<file path="src/rtl/hex_dumper.sv">
// Streams a memory region as Intel HEX text: data records of up to BYTES_PER_LINE bytes,
// then the EOF record. Memory has one-cycle read latency; output is a valid/ready byte stream.
module hex_dumper #(
    parameter int unsigned BYTES_PER_LINE = 16
) (
    input  logic        clk_74a,
    input  logic        reset_n,
    input  logic        start,
    input  logic [14:0] base_addr,
    input  logic [15:0] length,
    output logic        busy,
    output logic        done,
    output logic        mem_rd,
    output logic [14:0] mem_addr,
    input  logic [7:0]  mem_data,
    output logic        out_valid,
    output logic [7:0]  out_data,
    input  logic        out_ready
);

    localparam logic [15:0] LineMax = 16'(BYTES_PER_LINE);

    typedef enum logic [4:0] {
        StIdle, StColon, StLenH, StLenL, StAddr3, StAddr2, StAddr1, StAddr0, StTypeH, StTypeL,
        StFetch, StWait, StDataH, StDataL, StChkH, StChkL, StCr, StLf, StDone
    } state_e;

    function automatic logic [7:0] hex_char(input logic [3:0] nib);
        return (nib < 4'd10) ? (8'h30 + {4'h0, nib}) : (8'h37 + {4'h0, nib});
    endfunction

    state_e      state_q, state_d;
    logic [14:0] addr_q;
    logic [15:0] remaining_q;
    logic [14:0] rec_addr_q;
    logic [7:0]  rec_len_q, byte_cnt_q, sum_q, data_q;
    logic        eof_q;
    logic        out_valid_q, out_valid_d;
    logic [7:0]  out_data_q, out_data_d;

    logic        hs, is_char, load_rec, new_eof;
    logic [7:0]  cur_char, new_len, new_sum, chk;
    logic [15:0] src_remaining;
    logic [14:0] src_addr;

    assign hs  = out_valid_q & out_ready;
    assign chk = ~sum_q + 8'd1;

    // A record is sized from the start inputs on the first record, from the running state after.
    // A record with nothing left to send becomes the EOF record.
    always_comb begin
        src_remaining = (state_q == StIdle) ? length : remaining_q;
        src_addr      = (state_q == StIdle) ? base_addr : addr_q;
        new_eof       = (src_remaining == 16'd0);
        new_len       = (src_remaining > LineMax) ? LineMax[7:0] : src_remaining[7:0];
        new_sum       = new_eof ? 8'h01 : (new_len + {1'b0, src_addr[14:8]} + src_addr[7:0]);
        load_rec      = (state_d == StColon) && (state_q != StColon);
    end

    always_ff @(posedge clk_74a) begin
        if (!reset_n) begin
            state_q     <= StIdle;
            addr_q      <= '0;
            remaining_q <= '0;
            rec_addr_q  <= '0;
            rec_len_q   <= '0;
            byte_cnt_q  <= '0;
            sum_q       <= '0;
            data_q      <= '0;
            eof_q       <= 1'b0;
            out_valid_q <= 1'b0;
            out_data_q  <= '0;
        end else begin
            state_q     <= state_d;
            out_valid_q <= out_valid_d;
            out_data_q  <= out_data_d;
            if (load_rec) begin
                rec_len_q   <= new_len;
                byte_cnt_q  <= new_len;
                rec_addr_q  <= new_eof ? 15'd0 : src_addr;
                sum_q       <= new_sum;
                eof_q       <= new_eof;
                remaining_q <= src_remaining - {8'h00, new_len};
                if (state_q == StIdle) addr_q <= base_addr;
            end
            if (state_q == StFetch) addr_q <= addr_q + 15'd1;
            if (state_q == StWait) begin
                data_q     <= mem_data;
                sum_q      <= sum_q + mem_data;
                byte_cnt_q <= byte_cnt_q - 8'd1;
            end
        end
    end

    always_comb begin
        state_d = state_q;
        unique case (state_q)
            StIdle:  if (start) state_d = StColon;
            StColon, StLenH, StLenL, StAddr3, StAddr2, StAddr1, StAddr0, StTypeH,
            StDataH, StChkH, StChkL, StCr: begin
                if (hs) state_d = state_e'(state_q + 5'd1);
            end
            StTypeL, StDataL: begin
                if (hs) state_d = (byte_cnt_q != 8'd0) ? StFetch : StChkH;
            end
            StFetch: state_d = StWait;
            StWait:  state_d = StDataH;
            StLf:    if (hs) state_d = eof_q ? StDone : StColon;
            StDone:  state_d = StIdle;
            default: state_d = StIdle;
        endcase
    end

    // The character register is refilled from the current state; it drops for one cycle after
    // each handshake so a character is never presented twice.
    always_comb begin
        is_char  = 1'b1;
        cur_char = 8'h00;
        unique case (state_q)
            StColon: cur_char = 8'h3A;
            StLenH:  cur_char = hex_char(rec_len_q[7:4]);
            StLenL:  cur_char = hex_char(rec_len_q[3:0]);
            StAddr3: cur_char = hex_char({1'b0, rec_addr_q[14:12]});
            StAddr2: cur_char = hex_char(rec_addr_q[11:8]);
            StAddr1: cur_char = hex_char(rec_addr_q[7:4]);
            StAddr0: cur_char = hex_char(rec_addr_q[3:0]);
            StTypeH: cur_char = 8'h30;
            StTypeL: cur_char = eof_q ? 8'h31 : 8'h30;
            StDataH: cur_char = hex_char(data_q[7:4]);
            StDataL: cur_char = hex_char(data_q[3:0]);
            StChkH:  cur_char = hex_char(chk[7:4]);
            StChkL:  cur_char = hex_char(chk[3:0]);
            StCr:    cur_char = 8'h0D;
            StLf:    cur_char = 8'h0A;
            default: is_char = 1'b0;
        endcase
        out_valid_d = is_char & ~hs;
        out_data_d  = out_valid_d ? cur_char : 8'h00;
        busy        = (state_q != StIdle) && (state_q != StDone);
        done        = (state_q == StDone);
        mem_rd      = (state_q == StFetch);
        mem_addr    = addr_q;
        out_valid   = out_valid_q;
        out_data    = out_data_q;
    end

endmodule

</file>
<file path="config.mk">
export PLATFORM = sky130hd
export DESIGN_NAME = hex_dumper
export DESIGN_NICKNAME = d
export VERILOG_FILES = /design/src/rtl/hex_dumper.sv
export SDC_FILE = /design/constraint.sdc
export NUM_CORES = 1
export LEC_CHECK = 0
export BUFFER_PORTS_ARGS = -buffer_cell sky130_fd_sc_hd__buf_2
export CAP_MARGIN = 40
export CORE_MARGIN = 2
export CORE_UTILIZATION = 61
export CTS_CLUSTER_DIAMETER = 40
export CTS_CLUSTER_SIZE = 8
export DETAILED_ROUTE_END_ITERATION = 7
export GPL_TIMING_DRIVEN = 0
export MAX_ROUTING_LAYER = met4
export PLACE_DENSITY = 0.85
export SYNTH_ARGS = -nofsm -noshare
export SYNTH_HDL_FRONTEND = slang
export SYNTH_SLANG_ARGS = --single-unit
</file>
<file path="constraint.sdc">
create_clock -name clk_74a -period 6 [get_ports clk_74a]
set_input_delay 1.2 -clock clk_74a [delete_from_list [all_inputs] [get_ports clk_74a]]
set_output_delay 1.2 -clock clk_74a [all_outputs]
set_load 0.02 [all_outputs]
</file>
After elaboration in Yosys (flattened, before gate mapping)
Cells that the tools add are included.
{"block": "classes", "addsub": 28, "magnitude_cmp": 11, "n_eq_ne": 21, "mux": 31, "bitwise_logic": 4, "reduce_logical": 12}
{"cell": "$add A6 B4 Y7 const A", "count": 18}
{"cell": "$pmux W7 S15", "count": 1}
{"cell": "$mux W7", "count": 10}
{"cell": "$mux W15", "count": 4}
{"cell": "$mux W8", "count": 6}
{"cell": "$eq A5 B4 Y1 const B", "count": 8}
{"cell": "$lt A4 B4 Y1 const B", "count": 9}
{"cell": "$pmux W5 S6", "count": 1}
{"cell": "$mux W5", "count": 5}
{"cell": "$eq A5 B3 Y1 const B", "count": 4}
{"cell": "$add A8 B8 Y8", "count": 2}
{"cell": "$gt A16 B5 Y1 const B", "count": 1}
{"cell": "$logic_not A16 Y1", "count": 1}
{"cell": "$mux W16", "count": 1}
{"cell": "$sub A16 B8 Y16", "count": 1}
{"cell": "$add A15 B1 Y15 const B", "count": 1}
{"cell": "$eq A5 B5 Y1 const B", "count": 3}
{"cell": "$reduce_or A15 Y1", "count": 1}
{"cell": "$add A6 B3 Y7 const A", "count": 2}
{"cell": "$reduce_or A12 Y1", "count": 1}
{"cell": "$eq A5 B1 Y1 const B", "count": 2}
{"cell": "$eq A5 B2 Y1 const B", "count": 2}
{"cell": "$add A8 B1 Y8 const B", "count": 1}
{"cell": "$add A8 B7 Y8", "count": 1}
{"cell": "other kinds (17)", "count": 21}
{"block": "totals", "ff_bits": 93, "inputBits": 43, "out_inout_bits": 27, "word_cells": 118}

Depth between registers and ports, before layout
Gate-level depths: netlist (run 1).
{"block": "depth", "depth_word": 9, "depth_mapped": 20, "ltp_nobuf": 19}

Worst setup path after synthesis (run 1)
Ideal clock, no wire load.
{"block": "synth_timing", "path_type": "input to register", "start": "input port length[13]", "end": "register sum_q[6]", "setup_ps": 95, "arrival_ps": 4175, "required_ps": 5905, "setup_slack_ps": 1730, "stages": 15, "path_buffers": 1, "cell_sequence": "nor3_1 -> nand4_1 -> mux2i_1 -> o21ai_0 -> clkbuf_1 -> nor2_1 -> fa_1 -> ha_1 -> a21o_1 -> a21oi_1 -> o21bai_1 -> a21oi_1 -> xnor2_1 -> nand3_1 -> a221oi_1"}
{"block": "synth_between", "elab_chain_len": 8, "word_cells_on_any_way": 9, "cone_classes": "add/sub: 2; order compare: 1; mux: 5; reduce/logical: 1"}
{"item": "from (decl)", "line_no": "10", "rtl": "input logic [15:0] length,"}
{"item": "$mux W16", "line_no": "52", "rtl": "src_remaining = (state_q == StIdle) ? length : remaining_q;"}
{"item": "$gt A16 B5 Y1", "line_no": "55", "rtl": "new_len = (src_remaining > LineMax) ? LineMax[7:0] : src_remaining[7:0];"}
{"item": "$mux W8", "line_no": "55"}
{"item": "named net new_len[2]", "line_no": "42", "rtl": "logic [7:0] cur_char, new_len, new_sum, chk;"}
{"item": "$add A8 B7 Y8", "line_no": "56", "rtl": "new_sum = new_eof ? 8'h01 : (new_len + {1'b0, src_addr[14:8]} + src_addr[7:0]);"}
{"item": "$add A8 B8 Y8", "line_no": "56"}
{"item": "$mux W8", "line_no": "56"}
{"item": "$mux W8", "line_no": "77", "rtl": "if (load_rec) begin"}
{"item": "$mux W8", "line_no": "87", "rtl": "if (state_q == StWait) begin"}
{"item": "to (signal assigned)", "line_no": "81", "rtl": "sum_q <= new_sum;"}
{"item": "to (signal assigned)", "line_no": "89", "rtl": "sum_q <= sum_q + mem_data;"}
{"item": "to (decl)", "line_no": "36", "rtl": "logic [7:0] rec_len_q, byte_cnt_q, sum_q, data_q;"}
The timed path passes the listed nets, and every way through them passes these cells. The select of a mux whose other input is x is not followed.
A chain may end at the register's enable or synchronous reset.

Final worst setup path (run 1)
{"block": "layout_timing", "start": "register state_q[0]", "end": "register sum_q[7]"}
{"block": "layout_between", "elab_chain_len": 9, "word_cells_on_any_way": 40, "cone_classes": "add/sub: 3; order compare: 1; eq/ne: 19; mux: 11; reduce/logical: 6"}
{"item": "from (decl)", "line_no": "32", "rtl": "state_e state_q, state_d;"}
{"item": "from (signal assigned)", "line_no": "62", "rtl": "state_q <= StIdle;"}
{"item": "from (signal assigned)", "line_no": "74", "rtl": "state_q <= state_d;"}
{"item": "$logic_not A5 Y1", "line_no": "52, 53, 97"}
{"item": "$mux W16", "line_no": "52"}
{"item": "$gt A16 B5 Y1", "line_no": "55"}
{"item": "$mux W8", "line_no": "55"}
{"item": "$add A8 B7 Y8", "line_no": "56"}
{"item": "$add A8 B8 Y8", "line_no": "56"}
{"item": "$mux W8", "line_no": "56"}
{"item": "$mux W8", "line_no": "77"}
{"item": "$mux W8", "line_no": "87"}
Several ways; a longest one is shown, not always the timed one. The select of a mux whose other input is x is not followed.

==> impl_metrics.toml, run 1 <==
[status]
outcome = "finished, final reports clean"

[timing]
fin_skew_ns = 0.005115
period_needed_ns = 5.354
worstMarginPinSlew_ns = 0.9833
grt_setup_unrepaired = "no"
finalSetupViolations = 0
fmax_mhz = 186.8
hold_violations = 0
min_period_over_period_pct = 89.24
slew_viol_final = 0
setup_tns_ns = 0
slew_headroom_pct = 32.75

[critical_path]
crit_start = "state_q[0]$_SDFF_PN0_"
crit_required_ns = 6.27
criticalPathCategory = "reg2reg"
critPathLaunchType = "register"
critPathArrivalTime_ns = 5.62
worstSetupEndpoint = "sum_q[7]$_SDFFE_PN0P_"
cp_max_fo = 10
cp-end-kind = "register"
reg2reg_slack_ns = 0.65
r2r_cells = 20
worst_r2r_endpoint = "sum_q[7]$_SDFFE_PN0P_"
r2r-start = "state_q[0]$_SDFF_PN0_"

[final_layout]
area_growth_pct = 12.44
n_fill_cell = 949
layout.nets = 1085
final_area_um2 = 7884
layout_commonest_cell = "nand2_1"
n_antenna_cell = 0
multi_input_area_um2 = 4722
register_area_um2 = 1842
final_cell_mix = "nand2_1 (114), dfxtp_1 (92), a21oi_1 (81), buf_2 (80), nor2_1 (79)"
fin_util_pct = 69.64
drive_gt1_share_pct = 12.31

[run]
maxCapViolations = 0

[route]
via_count = 7606
met3WireLength_um = 2016
first_pass_iters = 5
m1WireLength_um = 9286
drt_iter0_drc = 697
drcViolationCount = 0
drt-total-wl_um = 22780
post_drt_wl_per_cell_um = 19.81
drtAntennaViolNets = 0
dr.max_layer_used = "met4"
viasPerCell = 6.614
met2_length_um = 10410

[worst_hold_path]
min_path_type = "reg2reg"

[die]
io_pins = 70
coreArea_um2 = 11320
placementRows = 39
die_w_um = 111.2
dieArea_um2 = 12370
start_util_pct = 61.94
fp.dieH_um = 111.2

[power]
power_leakage_nw = 3.169
peakVddDrop_v = 0.0002362
power_density_nw_per_um2 = 300.5

[place]
place_area_um2 = 7533
hpwlAfterDp_um = 17110
port_buffers = 67
place_congestion = 0.9750

[cts]
cts_tree = "built"
post_cts_buffers = 0
clk_latency_ns = 0.36
cts_inserted_buffers = 9
clkTransAtPathRegs_ns = 0.07
cts_resized = 0
h-tree-depth = 3
clock_sinks = 92
cts_buffer_depth = 2
holdBufCountCts = 0
cts_root_buffer = "clkbuf_16"

[logic_synthesis]
ys_seq_elements = 92
synth_edf_count = 0
avgSynthCellArea_um2 = 7.605
synth-main-ff-cell = "dfxtp_1"
synth.distinct_cells = 83
synthCells = 922
synthArstFlopShare_pct = 0
ys_warn_count = 0
synth_area_um2 = 7012
seq_area_frac_synth_pct = 26.27

[global_routing]
grt_usage_pct = 37.32
antenna_found_initial = 0
grt_pass1_vias = 6842
grt_pass1_wl_um = 35860
grt_max_degree = 16
grt_remaining_overflow = 0
[cells by family (layout without fill, tap and decap cells)]
family	Yosys count	after routing	share of synthesized area (%)
buffers and inverters	107	190	6.495
AND/OR/NAND/NOR	352	352	24.54
XOR/XNOR	31	31	3.872
AO/OA/AOI/OAI	277	277	27.61
other	2	4	0.1071
multiplexers	21	21	3.016
flip-flops	92	92	26.27
adder cells (fa/ha/maj)	40	40	8.101
[cell type report]
class / count / share of cell area [%]
Clock inverter: 6 / 1.412
Inverter: 60 / 2.857
Timing Repair Buffer: 67 / 4.253
Multi-Input combinational cell: 725 / 59.90
Sequential cell: 92 / 23.36
Clock buffer: 10 / 3.031
Buffer: 47 / 2.920
Tap cell: 143 / 2.269
[worst min path at each step]
stage                                           start                          end  cells past startpoint
final                          data_q[4]$_SDFFE_PN0P_       data_q[4]$_SDFFE_PN0P_                      2
after detailed placement       data_q[4]$_SDFFE_PN0P_       data_q[4]$_SDFFE_PN0P_                      2
after global placement         data_q[4]$_SDFFE_PN0P_       data_q[4]$_SDFFE_PN0P_                      2
after global routing       rec_addr_q[8]$_SDFFE_PN0P_   rec_addr_q[8]$_SDFFE_PN0P_                      1
after CTS                      data_q[4]$_SDFFE_PN0P_       data_q[4]$_SDFFE_PN0P_                      2
after floorplan           rec_addr_q[13]$_SDFFE_PN0P_  rec_addr_q[13]$_SDFFE_PN0P_                      1
[registers in the layout, indices dropped and copies added, names as in the netlist]
name and cells:
out_data 7, remaining_q 16, eof_q 1, state_q 5, rec_addr_q 15, sum_q 8, rec_len_q 8, byte_cnt_q 8
mem_addr 15, out_valid 1, data_q 8
[per-layer routing]
layer  vias up  GRT usage (%)
met2       438          57.97
met4         0          17.61
met1      3555          47.21
li1       3530              -
met5         -              -
met3        83          6.834
[where the power goes]
part	internal [mW]	switching (mW)	leakage, nW	total (mW)
clock network	0.419	0.263	0.169	0.682
logic	0.358	0.559	2.25	0.916
registers	0.680	0.0912	0.752	0.771
total	1.46	0.913	3.17	2.37
[worst max-delay path, cell delays in order (launching register included)]
cell	delay [ns]
dfxtp_1	0.38
inv_1	0.12
ha_1	0.16
buf_4	0.18
nor4b_4	0.48
buf_2	0.36
buf_2	0.37
buf_2	0.36
mux2i_1	0.40
inv_1	0.18
fa_1	0.55
ha_1	0.17
inv_1	0.05
fa_1	0.41
inv_1	0.08
a21oi_1	0.06
o21bai_1	0.21
a31oi_1	0.13
xnor2_1	0.16
nand3_1	0.15
a311oi_1	0.30
[synth_stat cells, types with 3 or more instances]
| library cell | instances | area (um2) |
|---|---|---|
| clkbuf_1 | 22 | 82.58 |
| a221oi_1 | 4 | 35.03 |
| or3_1 | 19 | 118.9 |
| nor3_1 | 35 | 175.2 |
| mux2i_1 | 20 | 200.2 |
| a31oi_1 | 19 | 118.9 |
| o311a_1 | 3 | 30.03 |
| a2111oi_0 | 6 | 52.55 |
| nor3b_1 | 3 | 22.52 |
| nand2_1 | 114 | 427.9 |
| nand3b_1 | 5 | 37.54 |
| o211ai_1 | 6 | 45.04 |
| buf_2 | 13 | 65.06 |
| a21boi_0 | 3 | 22.52 |
| nor4_1 | 5 | 31.28 |
| o31a_1 | 5 | 43.79 |
| nor2b_1 | 10 | 62.56 |
| nand4_1 | 8 | 50.05 |
| o2111ai_1 | 8 | 70.07 |
| o221ai_1 | 3 | 26.28 |
| inv_1 | 59 | 221.5 |
| a211o_1 | 3 | 26.28 |
| o22ai_1 | 11 | 68.82 |
| a21oi_1 | 81 | 405.4 |
| o21bai_1 | 4 | 30.03 |
| nor2_1 | 79 | 296.5 |
| buf_1 | 4 | 15.01 |
| o21a_1 | 14 | 105.1 |
| a211oi_1 | 12 | 90.09 |
| xor2_1 | 6 | 52.55 |
| nand3_1 | 27 | 135.1 |
| o21ai_0 | 35 | 175.2 |
| ha_1 | 31 | 387.9 |
| a2111oi_2 | 3 | 45.04 |
| a21o_1 | 8 | 60.06 |
| buf_4 | 6 | 45.04 |
| fa_1 | 9 | 180.2 |
| o2bb2ai_1 | 14 | 122.6 |
| a311oi_1 | 6 | 52.55 |
| and2_1 | 11 | 68.82 |
| xnor2_1 | 25 | 219.0 |
| dfxtp_1 | 92 | 1842 |
| nand2b_1 | 10 | 62.56 |
| and3_1 | 10 | 62.56 |
[through the flow]
step / setup slack (ns) / hold WS (ns) / instances / total power, mW
floorplan: 1.730 / 0.4320 / 924 / 1.417
global placement: 0.8231 / 0.4446 / 1134 / 1.653
detailed placement: 0.7780 / 0.4645 / 1134 / 1.667
CTS: 0.7542 / 0.4737 / 1150 / 2.341
global route: 0.3875 / 0.4987 / 1150 / 2.475
finish: 0.6457 / 0.4724 / 1150 / 2.369
No activity file was read; power rests on OpenSTA's default activity.
==> inputs of run 2 (changes only) <==
- RECOVER_POWER: not set -> 50
==> impl_metrics.toml, run 2 (synthesis gave the netlist of run 1 again) <==
[die]
start_util_pct = 61.94
fp.dieH_um = 111.2
dieArea_um2 = 12370
io_pins = 70
placementRows = 39
die_w_um = 111.2
coreArea_um2 = 11320

[worst_hold_path]
whs_path_depth = 2
whs_endpoint = "data_q[4]$_SDFFE_PN0P_"
min_path_type = "reg2reg"
min_from = "data_q[4]$_SDFFE_PN0P_"

[critical_path]
worst_r2r_endpoint = "sum_q[7]$_SDFFE_PN0P_"
reg2reg_slack_ns = 0.63
cp_cell_sequence = "inv_1, ha_1, buf_4, nor4b_4, buf_2, buf_2, buf_2, mux2i_1, inv_1, fa_1, ha_1, inv_1, fa_1, inv_1, a21oi_1, o21bai_1, a31oi_1, xnor2_1, nand3_1, a311oi_1"
criticalPathCategory = "reg2reg"
cp_max_fo = 10
r2r_cells = 20
critPathSlowestCell = "fa_1"
crit_required_ns = 6.26
critPathLaunchType = "register"
cp-end-kind = "register"
cpPeakStageDelay_ns = 0.55
r2r-start = "state_q[0]$_SDFF_PN0_"
cpMostUsedCell = "inv_1"
critPathArrivalTime_ns = 5.63

[global_routing]
antenna_found_initial = 0
grt_usage_pct = 37.32
grt_pass1_vias = 6842
grt_max_degree = 16
grt_pass1_wl_um = 35860
grt_remaining_overflow = 0

[cts]
cts_root_buffer = "clkbuf_16"
holdBufCountCts = 0
cts_inserted_buffers = 9
post_cts_buffers = 0
cts_buffer_depth = 2
cts_resized = 0
clk_latency_ns = 0.36
clkTransAtPathRegs_ns = 0.07
cts_tree = "built"
clock_sinks = 92
h-tree-depth = 3

[power]
p_total_mw = 2.354
power_leakage_nw = 3.038
peakVddDrop_v = 0.0002372
power_density_nw_per_um2 = 301.4

[final_layout]
area_growth_pct = 11.40
drive_gt1_share_pct = 9.037
largest_reg_flops = 16
final_cell_mix = "nand2_1 (114), dfxtp_1 (92), a21oi_1 (81), nor2_1 (79), inv_1 (59)"
layout_commonest_cell = "nand2_1"
n_antenna_cell = 0
top_register = "remaining_q"
layout.nets = 1085

[timing]
min_period_over_period_pct = 89.50
fin_skew_ns = 0.006187
slew_headroom_pct = 32.37
period_needed_ns = 5.370
worstMarginPinSlew_ns = 0.9889
fmax_mhz = 186.2
grt_setup_unrepaired = "no"
setup_tns_ns = 0
slew_viol_final = 0
finalSetupViolations = 0
hold_violations = 0

[route]
drt-total-wl_um = 22840
drcViolationCount = 0
drtAntennaViolNets = 0
first_pass_iters = 5
drt_iter0_drc = 712
viasPerCell = 6.600
via_count = 7590
post_drt_wl_per_cell_um = 19.86

[status]
outcome = "finished, final reports clean"

[place]
hpwlAfterDp_um = 17110
place_congestion = 0.9750
port_buffers = 67

[run]
maxCapViolations = 0
-- run 2: changes by cell type in the layout (fill, tap and decap cells not counted) --
cell,previous run,this run
and2_0,0,2
buf_1,4,3
buf_4,6,4
buf_2,80,53
nor3_1,35,36
clkbuf_1,22,54
nand3_1,27,28
buf_6,2,0
nor3_4,1,0
and2_1,11,9
nand3_2,1,0
-- run 2: worst max path at each step --
stage	start	cells past startpoint	end	slack, ns
after floorplan	length[13]	15	sum_q[6]$_SDFFE_PN0P_	1.73
after global placement	state_q[0]$_SDFF_PN0_	20	sum_q[7]$_SDFFE_PN0P_	0.82
after detailed placement	state_q[0]$_SDFF_PN0_	20	sum_q[7]$_SDFFE_PN0P_	0.78
after CTS	state_q[0]$_SDFF_PN0_	20	sum_q[7]$_SDFFE_PN0P_	0.75
after global routing	state_q[0]$_SDFF_PN0_	20	sum_q[7]$_SDFFE_PN0P_	0.37
final	state_q[0]$_SDFF_PN0_	20	sum_q[7]$_SDFFE_PN0P_	0.63
-- run 2: through the flow --
step	cells	setup WS, ns	util (%)	hold WS [ns]	instance area (um2)
3_3_place_gp	1134	0.8231	66.55	0.4446	7533
6_report	1150	0.6303	69.00	0.4720	7811
2_1_floorplan	924	1.730	-	0.4320	7019
4_1_cts	1150	0.7542	69.64	0.4737	7884
5_1_grt	1150	0.3695	69.00	0.4987	7811
3_5_place_dp	1134	0.7780	66.55	0.4645	7533
-- run 2: metal layers --
metal	global-route usage, %	part of all wire (%)
met5	-	0
met2	57.97	45
met4	17.61	5.0
met1	47.21	41
met3	6.834	8.8
-- run 2: worst max-delay path, delay by kind of cell, from the launching register on --
family | cells | cell delay, ns
buffers and inverters | 8 | 1.69
adder cells (fa/ha/maj) | 4 | 1.29
AO/OA/AOI/OAI | 4 | 0.72
AND/OR/NAND/NOR | 2 | 0.62
multiplexers | 1 | 0.40
flip-flops | 1 | 0.37
XOR/XNOR | 1 | 0.16
-- run 2: final cells by class --
class                   instances  area (um2)
clock inverters                 6       111.4
fillers                       970        3510
clock buffers                  10       239.0
repair buffers                 67       304.0
inverters                      60       225.2
well taps                     143       178.9
flip-flops and latches         92        1842
multi-input cells             725        4706
plain buffers                  47       205.2
-- run 2: where the power goes --
part | leakage (nW) | internal, mW | switching [mW]
Clock | 0.169 | 0.419 | 0.262
Combinational | 2.12 | 0.344 | 0.559
Sequential | 0.752 | 0.680 | 0.0917
Total | 3.04 | 1.44 | 0.912
